<file path="config.mk">
export PLATFORM = sky130hd
export DESIGN_NAME = bus_arbiter
export DESIGN_NICKNAME = d
export VERILOG_FILES = /design/src/rtl/bus_arbiter.sv
export SDC_FILE = /design/constraint.sdc
export NUM_CORES = 1
export LEC_CHECK = 0
export ABC_AREA = 1
export BUFFER_PORTS_ARGS = -buffer_cell sky130_fd_sc_hd__buf_2
export CAP_MARGIN = 20
export CORE_UTILIZATION = 23
export CTS_CLUSTER_SIZE = 20
export DETAILED_ROUTE_END_ITERATION = 8
export SYNTH_ARGS = -nofsm -noshare
export SYNTH_HDL_FRONTEND = slang
export SYNTH_SLANG_ARGS = --single-unit
</file>
<file path="constraint.sdc">
create_clock -name systemClock -period 1.53 [get_ports systemClock]
set_clock_uncertainty 0.1 [all_clocks]
set_input_delay 0.306 -clock systemClock [delete_from_list [all_inputs] [get_ports systemClock]]
set_output_delay 0.306 -clock systemClock [all_outputs]
set_load 0.02 [all_outputs]
</file>
<file path="src/rtl/bus_arbiter.sv">
//==============================================================================
// Module   : bus_arbiter
// Summary  : Round-robin shared-bus arbiter with a registered one-hot grant and
//            a mandatory one-cycle zero-grant gap between owners.
//            Optional watchdog enabled by macro BUS_ARBITER_WATCHDOG_EN.
// Revision : 1.0 - initial release
//==============================================================================
`default_nettype none

module bus_arbiter #(
    parameter int NUM_MASTERS    = 4,
    parameter int TIMEOUT_CYCLES = 256
) (
    input  logic                   systemClock,
    input  logic                   reset,
    input  logic [NUM_MASTERS-1:0] requestBus,
    output logic [NUM_MASTERS-1:0] busGrant,
    input  logic                   beginTransactionIn,
    input  logic                   endTransactionIn,
    input  logic                   busErrorIn,
    output logic [2:0]             grantIndex,
    output logic                   busIdle,
    output logic                   timeoutError
);

    typedef enum logic [1:0] {
        ST_IDLE    = 2'd0,
        ST_GRANTED = 2'd1,
        ST_ACTIVE  = 2'd2,
        ST_RELEASE = 2'd3
    } state_t;

    state_t                 r_state;
    state_t                 w_state_next;
    logic [NUM_MASTERS-1:0] r_grant;
    logic [2:0]             r_index;
    logic [2:0]             r_pointer;
    logic [2:0]             w_winner;
    logic [2:0]             w_hi;
    logic [2:0]             w_lo;
    logic                   w_hi_found;
    logic                   w_lo_found;
    logic [NUM_MASTERS-1:0] w_onehot;
    logic                   w_owner_req;
    logic                   w_timeout;

    // Bus errors never affect arbitration; the owner must still end or drop.
    logic [16:0] w_unused_bits;
    assign w_unused_bits = {busErrorIn, 16'(TIMEOUT_CYCLES)};

    // Round-robin: lowest requester at/above the pointer, else lowest overall.
    always_comb begin
        w_hi_found = 1'b0;
        w_lo_found = 1'b0;
        w_hi       = 3'd0;
        w_lo       = 3'd0;
        for (int i = 0; i < NUM_MASTERS; i++) begin
            if (requestBus[i]) begin
                if (!w_hi_found && (i >= int'(r_pointer))) begin
                    w_hi_found = 1'b1;
                    w_hi       = 3'(i);
                end
                if (!w_lo_found) begin
                    w_lo_found = 1'b1;
                    w_lo       = 3'(i);
                end
            end
        end
        w_winner = w_hi_found ? w_hi : w_lo;
        for (int i = 0; i < NUM_MASTERS; i++) begin
            w_onehot[i] = (3'(i) == w_winner);
        end
    end

    // The grant register is one-hot on the owner, so this is the owner's request.
    assign w_owner_req = |(requestBus & r_grant);

`ifdef BUS_ARBITER_WATCHDOG_EN
    logic [15:0] r_wd_cnt;
    logic        r_timeout;

    assign w_timeout = ((r_state == ST_GRANTED) || (r_state == ST_ACTIVE)) &&
                       (r_wd_cnt == 16'(TIMEOUT_CYCLES - 1));

    always_ff @(posedge systemClock or negedge reset) begin
        if (!reset) begin
            r_wd_cnt  <= 16'd0;
            r_timeout <= 1'b0;
        end else begin
            r_timeout <= w_timeout;
            if (w_state_next != r_state) begin
                r_wd_cnt <= 16'd0;
            end else if ((r_state == ST_GRANTED) || (r_state == ST_ACTIVE)) begin
                r_wd_cnt <= r_wd_cnt + 16'd1;
            end
        end
    end

    assign timeoutError = r_timeout;
`else
    assign w_timeout    = 1'b0;
    assign timeoutError = 1'b0;
`endif

    always_comb begin
        w_state_next = r_state;
        case (r_state)
            ST_IDLE: begin
                if (|requestBus) w_state_next = ST_GRANTED;
            end
            ST_GRANTED: begin
                // Begin wins over a same-cycle end; a dropped request wins over begin.
                if (w_timeout || !w_owner_req) w_state_next = ST_RELEASE;
                else if (beginTransactionIn)   w_state_next = ST_ACTIVE;
            end
            ST_ACTIVE: begin
                if (w_timeout || !w_owner_req || endTransactionIn) w_state_next = ST_RELEASE;
            end
            ST_RELEASE: w_state_next = ST_IDLE;
            default:    w_state_next = ST_IDLE;
        endcase
    end

    always_ff @(posedge systemClock or negedge reset) begin
        if (!reset) begin
            r_state <= ST_IDLE;
        end else begin
            r_state <= w_state_next;
        end
    end

    always_ff @(posedge systemClock or negedge reset) begin
        if (!reset) begin
            r_grant   <= '0;
            r_index   <= 3'd0;
            r_pointer <= 3'd0;
        end else if ((r_state == ST_IDLE) && (w_state_next == ST_GRANTED)) begin
            r_grant <= w_onehot;
            r_index <= w_winner;
        end else if ((r_state != ST_RELEASE) && (w_state_next == ST_RELEASE)) begin
            r_grant   <= '0;
            r_pointer <= (r_index == 3'(NUM_MASTERS - 1)) ? 3'd0 : r_index + 3'd1;
        end
    end

    assign busGrant   = r_grant;
    assign grantIndex = r_index;
    assign busIdle    = (r_state == ST_IDLE);

endmodule

`default_nettype wire

</file>
== After elaboration in Yosys (flattened, before gate mapping) ==
Cells that the tools add are included.
Widths: inputs -> output; s select.

* Output and inout bits: 9
* Flip-flop bits (word level): 12

* Bitwise logic cells: 2
* Add/subtract/negate cells: 1
* Equal/unequal tests: 10
* Order comparisons: 4
* Reductions and logical operators: 16
* Mux-type cells: 32

{| class="wikitable"
|+ Operators with widths
! kind !! number
|-
| $mux 3 || 10
|-
| $mux 1 || 15
|-
| $mux 2 || 4
|-
| $mux 4 || 2
|-
| $pmux 2 s4 || 1
|-
| $reduce_or 4->1 || 2
|-
| $eq 2x2->1 const B || 3
|-
| $eq 2x3->1 const A || 2
|-
| $ge 1x3->1 const A || 2
|-
| $ge 2x3->1 const A || 2
|-
| $logic_and 1x1->1 || 5
|-
| $and 4x4->4 || 1
|-
| $eq 2x1->1 const B || 2
|-
| $logic_not 1->1 || 4
|-
| $add 3x1->3 const B || 1
|-
| $eq 1x3->1 const A || 1
|-
| $eq 3x2->1 const B || 1
|-
| $logic_not 3->1 || 1
|-
| $logic_not 2->1 || 1
|-
| $ne 2x2->1 const B || 1
|-
| $reduce_and 2->1 || 1
|-
| $reduce_bool 2->1 || 1
|-
| $logic_or 1x1->1 || 1
|-
| $not 1->1 || 1
|}

== Longest topological paths before layout ==
* Depth in word-level cells: 18
* Gate-level depth with buffers: 8

== Worst setup path after synthesis ==
OpenSTA, ideal clock, no wires.

* Kind: reg2reg
* Start point: reg r_state[0]
* End point: reg r_index[0] (netlist: grantIndex[0])
* Stages on the path, launching flop included: 6
* Period minus slack after synthesis: 1319 ps
* Required time: 1348 ps
* Path slack: 211 ps
* Arrival time: 1137 ps
* Path through: dfrtp_1 nor2_2 inv_1 nor2_4 nor2_1 a31oi_1

* Elaborated cells on any way between the ends: 11

{| class="wikitable"
|+ RTL lines
! item !! RTL line !! RTL
|-
| start, declared || 33 || <nowiki>state_t r_state;</nowiki>
|-
| start signal, assigned || 128 || <nowiki>r_state <= w_state_next;</nowiki>
|-
| $logic_not 2->1 (*) || n/a ||
|-
| net busIdle || 22 || <nowiki>output logic busIdle,</nowiki>
|-
| $pmux 2 s4 || 107 || <nowiki>case (r_state)</nowiki>
|-
| $eq 2x1->1 || 137 || <nowiki>end else if ((r_state == ST_IDLE) && (w_state_next == ST_GRANTED)) begin</nowiki>
|-
| $logic_and 1x1->1 (*) || 137 ||
|-
| end signal, assigned || 139 || <nowiki>r_index <= w_winner;</nowiki>
|-
| end, declared || 36 || <nowiki>logic [2:0] r_index;</nowiki>
|}

The timed path passes the listed nets; every way through them passes the cells marked *.
A chain may end at the register's enable or synchronous reset.

== Worst setup path after layout ==
* Start point: reg r_state[0]
* End point: out busIdle

* Longest elaborated chain between the ends: 1

{| class="wikitable"
|+ Ends and longest elaborated chain
! item !! RTL line !! RTL
|-
| $logic_not 2->1 || 148 || <nowiki>assign busIdle = (r_state == ST_IDLE);</nowiki>
|-
| end, declared || 22 ||
|}

No other way between the ends.

==> metrics.md <==
| Metric | Value |
|---|---|
| Synth top area cells | `dfrtp_1 38%, nand2_1 22%, nand3_1 4.6%` |
| Starting DRT DRC Count | `7` |
| Post-CTS Setup Bufs | `0` |
| Max-slew violation total from the final report | `0` |
| PwrDens | `2000 nW/um^2` |
| Gpl congestion | `0.757` |
| CTS Sinks | `10` |
| Fraction of registers with async set/reset | `100%` |
| Clk slew on worst S/H paths | `0.06 ns` |
| DRC viols | `0` |
| Synth-to-Final Area Change | `22.7%` |
| Sequential power share | `31.3%` |
| Hold Path Class | `in2reg` |
| Layout cells sized above 1 | `25.0%` |
| Final core utilization | `29.5%` |
| Grt total ovfl | `0` |
| Cells after Synth | `94` |
| Critical Path Max Stage Delay | `0.46 ns` |
| Worst-path fanout max | `6` |
| CP Class | `reg2out` |
| Gr usage total | `11.0%` |
| Hold_sp | `beginTransactionIn` |
| Placement Setup Slack | `0.165 ns` |
| Post-DP HPWL | `1230 um` |
| Crit path max-delay cell type | `dfrtp_1` |
| Combinational Power Share | `54.6%` |
| Final #Nets | `123` |
| Leak | `0.447 nW` |
| Dpl cells | `138` |
| Share of Yosys cell area claimed by the top area cell type | `38.1%` |
| Status | `completed` |
| Synth Flop Type | `dfrtp_1` |
| Vias in the first global route | `667` |
| Final Hold Vio Count | `0` |
| Htree depth | `1` |
| RSZ-0062 raised after global routing | `no` |
| Type of origin of the critical path | `flop` |
| RR Startpoint | `busGrant[0]$_DFFE_PN0P_` |
| Post-synth EDFFs | `0` |
| Cell internal pwr | `0.000835 W` |
| Period minus WS final | `1.42 ns` |
| Largest net degree at the start of global routing | `11` |
| Placed Area | `754 um^2` |
| Clock power frac | `14.1%` |
| Die Area | `3070 um^2` |
| Drt first pass iters | `4` |
| Critical path buffer and inverter count | `1` |
| Diode count | `0` |
| Inserted Clock Buffers | `3` |
| FP Rows | `19` |
| Vias/cell | `4.45` |
| Worst EP arrival | `1.02 ns` |
| CTS tree | `yes` |
| Critical Path RT | `1.12 ns` |
| Design Area, Final | `806 um^2` |
| Most common cell in the synthesized netlist | `nand2_1` |
| Period utilisation layout | `93.0%` |
| Sequential cell area fraction in the yosys report | `38.1%` |
| Final worst setup slack | `0.108 ns` |
| Top cell type by total area after synthesis | `dfrtp_1` |
| Mapped Area | `657 um^2` |
| Synthesized area per cell | `6.99 um^2` |
| CP Cell Sequence | `nor2_4, buf_2` |
| Initial Util | `24.0%` |
| PortBufs | `14` |
| Top Ports | `18` |
| Core ar. | `2730 um^2` |
| Synth top cells by count | `39 x nand2_1, 10 x dfrtp_1, 8 x nor2_1, 7 x inv_1, 6 x nand3_1` |
| WL per Instance | `9.69 um` |
| Max Cap Viol | `0` |
| Worst VDD drop | `0.617 mV` |
| Switching power total | `0.000773 W` |
| Fmax | `703 MHz` |
| Height of the die | `55.4 um` |
| Sw Ratio | `48.1%` |
| Critical Path End Type | `primary output` |
| Distinct cells, synth | `21` |
| Ys Warns | `0` |
| Setup TNS | `0 ns` |
| CTS root buffer | `clkbuf_4` |
| Routed via count | `637` |
| Cell Count, Final, Fillers Out | `143` |
| Final WL | `1390 um` |
| Largest delay share family, worst path | `flip-flops` |
| Final setup fails | `0` |
| First-pass GRT wire length | `2670 um` |
| Critical path startpoint | `r_state[0]$_DFF_PN0_` |
| Antenna violations before repair | `0` |
| Die X | `55.4 um` |
| Clock buffer depth | `2` |
| Worst-Skew Late Latency | `0.26 ns` |
| Antenna-violating nets left | `0` |
| Seq cells post-synth | `10` |
-- routing by layer --
metal / part of all wire (%) / routed length, um / vias to the layer above / global-route usage [%]
met5: 0 / 0 / - / 0
met4: 1.4 / 19 / 0 / 7.50
met3: 1.1 / 15 / 2 / 0.703
met2: 57 / 795 / 7 / 20.1
met1: 40 / 555 / 298 / 11.9
li1: - / - / 330 / -
-- final timing paths --
check,slack (ns),to,cells past startpoint
worst max-delay path,0.11,busIdle,2
worst min-delay path,0.25,r_state[1]$_DFF_PN0_,3
worst max register to register,0.23,busGrant[2]$_DFFE_PN0P_,8
worst min register to register,0.39,busGrant[1]$_DFFE_PN0P_,2
max in group asynchronous,0.82,busGrant[0]$_DFFE_PN0P_,2
min in group asynchronous,0.33,r_state[0]$_DFF_PN0_,2
-- cells by family (layout without fill, tap and decap cells) --
logic type | Yosys count | after routing | synth area share [%]
other | 1 | 2 | 0.571
buffers and inverters | 11 | 28 | 7.43
and+or+nand+nor | 61 | 61 | 40.6
DFF | 10 | 10 | 38.1
AOI/OAI and AO/OA | 10 | 10 | 11.4
adders and majority gates | 1 | 1 | 1.90
-- power by group through the flow --
| stage | clock network, W | registers (W) | logic (W) |
|---|---|---|---|
| 6_report | 0.000227 | 0.000504 | 0.000877 |
| 4_1_cts | 0.000238 | 0.000496 | 0.000888 |
| 3_3_place_gp | 0 | 0.000497 | 0.000854 |
| 2_1_floorplan | 0 | 0.000560 | 0.000587 |
| 5_1_grt | 0.000251 | 0.000526 | 0.000999 |
| 3_5_place_dp | 0 | 0.000500 | 0.000884 |
-- stage by stage --
| step | total power (W) | hold WS (ns) |
|---|---|---|
| after floorplan | 0.00115 | -0.0896 |
| after CTS | 0.00162 | 0.242 |
| final | 0.00161 | 0.252 |
| after global placement | 0.00135 | 0.0716 |
| after global routing | 0.00178 | 0.260 |
| after detailed placement | 0.00138 | 0.0731 |
-- flip-flops by register name, summed over array words and instances, names as in the netlist --
name        cells
r_pointer       2
busGrant        4
grantIndex      2
r_state         2
-- final cells by class --
type,instances,area [um^2]
fillers,298,1930
well taps,31,38.8
flip-flops and latches,10,250
repair buffers,15,80.1
inverters,9,33.8
clock buffers,4,36.3
multi-input cells,74,367
-- worst min-delay path, stage by stage --
cell      delay [ns]
buf_2           0.10
o21bai_1        0.07
nand2_1         0.09
-- what timing repair did --
item / in CTS / in global routing
hold endpoints to repair: 10 / 0
hold buffers: 1 / 0
setup endpoints to repair: 0 / 1
resized for setup: 0 / 1
-- cell usage in the layout, fill, tap and decap left out, types with 2 or more instances in the layout --
cell type / instances
conb_1: 2
inv_1: 7
a21oi_1: 3
o21ai_0: 2
nor2_4: 2
nand3_1: 6
inv_2: 2
buf_2: 14
nand4_1: 3
clkbuf_4: 3
nor2_1: 8
dfrtp_1: 10
nand2_1: 39
Note: power is estimated with default switching activity, not from simulation.
